## src/rtl/instr_word_encoder_if.sv

```systemverilog
// Request/response bundle for instr_word_encoder: control class + operand fields in,
// assembled instruction words out. Carries out_par only when ENC_PARITY_EN is defined.
interface instr_word_encoder_if #(
    parameter int unsigned CNT_W = 16
);
    logic             in_valid;
    logic             in_ready;
    logic [2:0]       op;
    logic [2:0]       wrw;
    logic [1:0]       aluop;
    logic [4:0]       rs;
    logic [4:0]       rt;
    logic [4:0]       rd;
    logic [4:0]       shamt;
    logic [5:0]       funct;
    logic [15:0]      imm;
    logic [25:0]      target;
    logic             out_valid;
    logic             out_ready;
    logic [31:0]      out_instr;
    logic             err;
    logic [CNT_W-1:0] out_count;
`ifdef ENC_PARITY_EN
    logic             out_par;
`endif

    modport master (
        output in_valid, op, wrw, aluop, rs, rt, rd, shamt, funct, imm, target, out_ready,
        input  in_ready, out_valid, out_instr, err, out_count
`ifdef ENC_PARITY_EN
        , input out_par
`endif
    );

    modport slave (
        input  in_valid, op, wrw, aluop, rs, rt, rd, shamt, funct, imm, target, out_ready,
        output in_ready, out_valid, out_instr, err, out_count
`ifdef ENC_PARITY_EN
        , output out_par
`endif
    );
endinterface

```

## src/rtl/instr_word_encoder.sv

```systemverilog
// Assembles MIPS instruction words from {op,wrw,aluop} control classes and buffers them in a
// DEPTH-entry FIFO. Optional feature macro: ENC_PARITY_EN (per-entry parity bit, out_par).
module instr_word_encoder #(
    parameter int unsigned DEPTH = 4,
    parameter int unsigned CNT_W = 16
) (
    input logic               clk,
    input logic               rst_n,
    instr_word_encoder_if.slave bus
);
    localparam int unsigned AW = $clog2(DEPTH);
`ifdef ENC_PARITY_EN
    localparam int unsigned W = 33;
`else
    localparam int unsigned W = 32;
`endif

    logic [AW:0]  wr_ptr;
    logic [AW:0]  rd_ptr;
    logic [W-1:0] mem [DEPTH];
    logic         full;
    logic         empty;
    logic         legal;
    logic [31:0]  word;
    logic [W-1:0] entry;
    logic [W-1:0] head;
    logic         accept;
    logic         push;
    logic         pop;

    always_comb begin
        legal = 1'b1;
        word  = 32'd0;
        case ({bus.op, bus.wrw, bus.aluop})
            8'b001_100_10: word = {6'd0, bus.rs, bus.rt, bus.rd, bus.shamt, bus.funct};
            8'b010_110_00: word = {6'd35, bus.rs, bus.rt, bus.imm};
            8'b010_101_00: word = {6'd43, bus.rs, bus.rt, bus.imm};
            8'b010_000_01: word = {6'd4, bus.rs, bus.rt, bus.imm};
            8'b100_000_00: word = {6'd2, bus.target};
            default:       legal = 1'b0;
        endcase
    end

`ifdef ENC_PARITY_EN
    assign entry       = {^word, word};
    assign bus.out_par = head[32];
`else
    assign entry = word;
`endif

    // Same index bits with differing wrap bits means the write side has lapped the read side.
    assign full  = (wr_ptr[AW] != rd_ptr[AW]) && (wr_ptr[AW-1:0] == rd_ptr[AW-1:0]);
    assign empty = (wr_ptr == rd_ptr);

    assign head          = mem[rd_ptr[AW-1:0]];
    assign bus.in_ready  = !full;
    assign bus.out_valid = !empty;
    assign bus.out_instr = head[31:0];

    assign accept = bus.in_valid && !full;
    assign push   = accept && legal;
    assign pop    = !empty && bus.out_ready;

    always_ff @(posedge clk or negedge rst_n) begin
        if (!rst_n) begin
            wr_ptr        <= '0;
            rd_ptr        <= '0;
            bus.err       <= 1'b0;
            bus.out_count <= '0;
            for (int i = 0; i < int'(DEPTH); i++) begin
                mem[i] <= '0;
            end
        end else begin
            bus.err <= accept && !legal;
            if (push) begin
                mem[wr_ptr[AW-1:0]] <= entry;
                wr_ptr              <= wr_ptr + 1'b1;
            end
            if (pop) begin
                rd_ptr        <= rd_ptr + 1'b1;
                bus.out_count <= bus.out_count + 1'b1;
            end
        end
    end
endmodule

```

## src/flat_wrapper.sv

```systemverilog
// flat-port wrapper written by rule: the top's interface ports become plain ports
module instr_word_encoder_flat 
#(
    parameter int unsigned DEPTH = 4,
    parameter int unsigned CNT_W = 16
)
  (clk, rst_n, bus_in_valid, bus_op, bus_wrw, bus_aluop, bus_rs, bus_rt, bus_rd, bus_shamt, bus_funct, bus_imm, bus_target, bus_out_ready, bus_in_ready, bus_out_valid, bus_out_instr, bus_err, bus_out_count);
  instr_word_encoder_if #(.CNT_W(CNT_W)) bus_i ();
  input logic clk;
  input logic rst_n;
  input wire logic [$bits(bus_i.in_valid)-1:0] bus_in_valid;
  input wire logic [$bits(bus_i.op)-1:0] bus_op;
  input wire logic [$bits(bus_i.wrw)-1:0] bus_wrw;
  input wire logic [$bits(bus_i.aluop)-1:0] bus_aluop;
  input wire logic [$bits(bus_i.rs)-1:0] bus_rs;
  input wire logic [$bits(bus_i.rt)-1:0] bus_rt;
  input wire logic [$bits(bus_i.rd)-1:0] bus_rd;
  input wire logic [$bits(bus_i.shamt)-1:0] bus_shamt;
  input wire logic [$bits(bus_i.funct)-1:0] bus_funct;
  input wire logic [$bits(bus_i.imm)-1:0] bus_imm;
  input wire logic [$bits(bus_i.target)-1:0] bus_target;
  input wire logic [$bits(bus_i.out_ready)-1:0] bus_out_ready;
  output wire logic [$bits(bus_i.in_ready)-1:0] bus_in_ready;
  output wire logic [$bits(bus_i.out_valid)-1:0] bus_out_valid;
  output wire logic [$bits(bus_i.out_instr)-1:0] bus_out_instr;
  output wire logic [$bits(bus_i.err)-1:0] bus_err;
  output wire logic [$bits(bus_i.out_count)-1:0] bus_out_count;
  assign bus_i.in_valid = bus_in_valid;
  assign bus_i.op = bus_op;
  assign bus_i.wrw = bus_wrw;
  assign bus_i.aluop = bus_aluop;
  assign bus_i.rs = bus_rs;
  assign bus_i.rt = bus_rt;
  assign bus_i.rd = bus_rd;
  assign bus_i.shamt = bus_shamt;
  assign bus_i.funct = bus_funct;
  assign bus_i.imm = bus_imm;
  assign bus_i.target = bus_target;
  assign bus_i.out_ready = bus_out_ready;
  assign bus_in_ready = bus_i.in_ready;
  assign bus_out_valid = bus_i.out_valid;
  assign bus_out_instr = bus_i.out_instr;
  assign bus_err = bus_i.err;
  assign bus_out_count = bus_i.out_count;
  instr_word_encoder #(.DEPTH(DEPTH), .CNT_W(CNT_W)) u_core (.clk(clk), .rst_n(rst_n), .bus(bus_i));
endmodule
```

## config.mk

```make
export PLATFORM = sky130hd
export DESIGN_NAME = instr_word_encoder_flat
export DESIGN_NICKNAME = d
export VERILOG_FILES = /design/src/rtl/instr_word_encoder_if.sv /design/src/rtl/instr_word_encoder.sv /design/src/flat_wrapper.sv
export SDC_FILE = /design/constraint.sdc
export NUM_CORES = 1
export LEC_CHECK = 0
export ABC_AREA = 1
export BUFFER_PORTS_ARGS = -buffer_cell sky130_fd_sc_hd__buf_2
export CAP_MARGIN = 20
export CORE_ASPECT_RATIO = 1.1
export CORE_MARGIN = 2
export CORE_UTILIZATION = 54
export DETAILED_ROUTE_END_ITERATION = 6
export PLACE_DENSITY_LB_ADDON = 0.25
export SYNTH_ARGS = -nofsm -noshare
export SYNTH_HDL_FRONTEND = slang
export SYNTH_SLANG_ARGS = --single-unit
```

## constraint.sdc

```tcl
create_clock -name clk -period 2.5 [get_ports clk]
set_input_delay 0.5 -clock clk [delete_from_list [all_inputs] [get_ports clk]]
set_output_delay 0.5 -clock clk [all_outputs]
set_load 0.1 [all_outputs]
```

==> impl_metrics.tcl <==
set metrics [dict create \
    area_growth_pct 25.39 \
    grt_max_degree 69 \
    path_clk_slew_ps 60 \
    chipWidth_um 117.3 \
    drtIter0Drc 689 \
    antenna_left 0 \
    cts_num_sinks 143 \
    relSlewSlack 0.6020 \
    place_hpwl_um 13890 \
    yosys_register_bits 143 \
    die_area_sq_um 15090 \
    ir_drop_uv 949.1 \
    finalHoldViolCount 0 \
    htreeDepth 4 \
    placed_area_sq_um 8887 \
    post-cts-setup-buffers 0 \
    layout_common_cells "379 x nand2_1, 168 x nand3_1, 142 x dfrtp_1" \
    setup_viol 0 \
    worst_pin_slew_ps 595.3 \
    p_leak_uw 0.005161 \
    power.total_uw 12200 \
    drcViolationCount 0 \
    syn_inst 1032 \
    outcome "completed" \
    fin_nets 1235 \
    via_per_inst 5.576 \
    cts_tree "built" \
    std_cell_rows 45 \
    grt_pass1_vias 7168 \
    drt_wl_total_um 21550 \
    ios 131 \
    critPathKind "flip-flop to primary output" \
    p_per_area_nw_per_um2 1276 \
    r2r_setup_slack_ps 400 \
    antenna_found_initial 0 \
    max_stage_delay_ps 440 \
    dr.pass1.iters 5 \
    syn-num-nets 1118 \
    dieHeight_um 128.7 \
    cp-end-kind "primary output" \
    worstPathRequired_ps 2000 \
    numCtsBuffers 17 \
    crit_arrival_ps 1940 \
    critPathSlowestCell "buf_2" \
    synth_cell_types 27 \
    clock_skew_ps 7.812 \
    crit_buf_inv 2 \
    path_cells "buf_4 > o21ai_0 > o22ai_2 > buf_2" \
    grt_usage 0.2916 \
    slew_viol_final 0 \
    coreArea_sq_um 13790 \
    layout_commonest_cell "nand2_1" \
    drive_gt1_frac 0.2100 \
    hold_buffers 0 \
    min-delay-path-class "primary input to asynchronous set/reset pin" \
    diodes 0 \
    pre_cts_ws_ps 401.9 \
    grt_pass1_wl_um 35510 \
    max_freq_mhz 409.1 \
    postLayoutCellArea_sq_um 9564 \
    max-cap-violations 0 \
    cts_resized 0 \
    start_kind "flip-flop" \
    gp_congestion 0.8584 \
    start_util 0.5529 \
    io_buffers 129 \
    r2r_end "u_core.mem[124]" \
    vias 7528 \
    path_delay_family "buffers and inverters" \
    cts_root_buf "clkbuf_16" \
    netlist_area_sq_um 7627 \
    wl_per_cell_um 15.96 \
    syn_avg_cell_area_sq_um 7.391 \
    fin_ws_ps 55.51 \
    post-route-period-util 0.9778 \
    clk_latency_ps 420 \
    hold_slack_ps 40.98 \
    r2r-start "u_core.rd_ptr[0]" \
    ys_seq_area_frac 0.4692 \
    overflow 0 \
    cts_buffer_depth 2 \
    reg2reg_depth 9 \
    nFillCells 1148 \
    yosysWarnings 0 \
    rsz0062_at_grt "no" \
    post-route-min-period_ps 2444 \
    cp_max_fo 38 \
]
==> layer usage <==
metal	vias to the layer above	global-route usage	share of wire
met5	-	0	0
met4	0	0.1006	0.013
met3	26	0.06250	0.084
met2	371	0.4854	0.49
met1	3559	0.3832	0.41
li1	3572	-	-
==> cell families (layout without fill, tap and decap cells) <==
kind of cell	Yosys count	count (layout)	synth area share
buffers and inverters	114	244	0.07021
DFF	143	143	0.4692
AOI/OAI and AO/OA	105	105	0.07382
and+or+nand+nor	649	649	0.3604
xor gates and xnor gates	14	14	0.01608
other	1	1	0.0004917
adders and majority gates	6	6	0.009842
==> report_power, final <==
| group | switching, uW | internal (uW) |
|---|---|---|
| combinational | 5180 | 1680 |
| sequential | 141 | 2440 |
| clock | 987 | 1780 |
| total | 6310 | 5900 |
==> worst max path at each step <==
stage | from | end | slack (ps) | cells after the start
5_1_grt | u_core.rd_ptr[0] | bus_out_instr[21] | 3 | 4
2_1_floorplan | u_core.rd_ptr[0] | bus_out_instr[31] | -320 | 6
3_5_place_dp | bus_wrw[1] | u_core.mem[13] | 400 | 11
4_1_cts | u_core.rd_ptr[0] | bus_out_instr[16] | 2 | 4
6_report | u_core.rd_ptr[0] | bus_out_instr[19] | 60 | 4
3_3_place_gp | bus_wrw[1] | u_core.mem[55] | 450 | 10
==> layout make-up <==
type | count | area, sq um | share of cell area
multi-input cells | 775 | 3701 | 0.3870
flip-flops and latches | 143 | 3580 | 0.3743
repair buffers | 165 | 1225 | 0.1281
clock buffers | 19 | 432.9 | 0.04526
well taps | 188 | 235.2 | 0.02459
clock inverters | 13 | 214.0 | 0.02237
inverters | 47 | 176.4 | 0.01845
==> synthesized netlist by cell type <==
master / count / area (sq um)
nand2_1: 379 / 1423
nand3_1: 168 / 840.8
dfrtp_1: 143 / 3578
nor2_1: 76 / 285.3
o21ai_0: 75 / 375.4
inv_1: 41 / 153.9
o22ai_1: 30 / 187.7
clkbuf_1: 25 / 93.84
buf_2: 23 / 115.1
xor2_1: 9 / 78.83
buf_4: 7 / 52.55
buf_6: 7 / 78.83
ha_1: 6 / 75.07
buf_1: 5 / 18.77
inv_2: 5 / 18.77
xnor2_1: 5 / 43.79
nand3b_1: 4 / 30.03
nand4_1: 4 / 25.02
nor2_4: 4 / 45.04
nor3_1: 4 / 20.02
nor2_2: 3 / 18.77
nand2_2: 2 / 12.51
nand2_4: 2 / 22.52
nand3_2: 2 / 20.02
and2_1: 1 / 6.260
clkinv_1: 1 / 3.750
conb_1: 1 / 3.750
==> registers in the layout (all words and copies together) (netlist names) <==
register and flops:
u_core.bus.err 1, u_core.bus.out_count 16, u_core.mem 120, u_core.rd_ptr 3, u_core.wr_ptr 3
==> stage by stage <==
stage	cells	utilization	setup TNS, ps
finish	1350	0.6933	0
global route	1350	0.6933	0
CTS	1350	0.6912	0
detailed placement	1318	0.6443	0
global placement	1318	0.6443	0
floorplan	1032	-	-315.9
No activity file was read; power rests on OpenSTA's default activity.
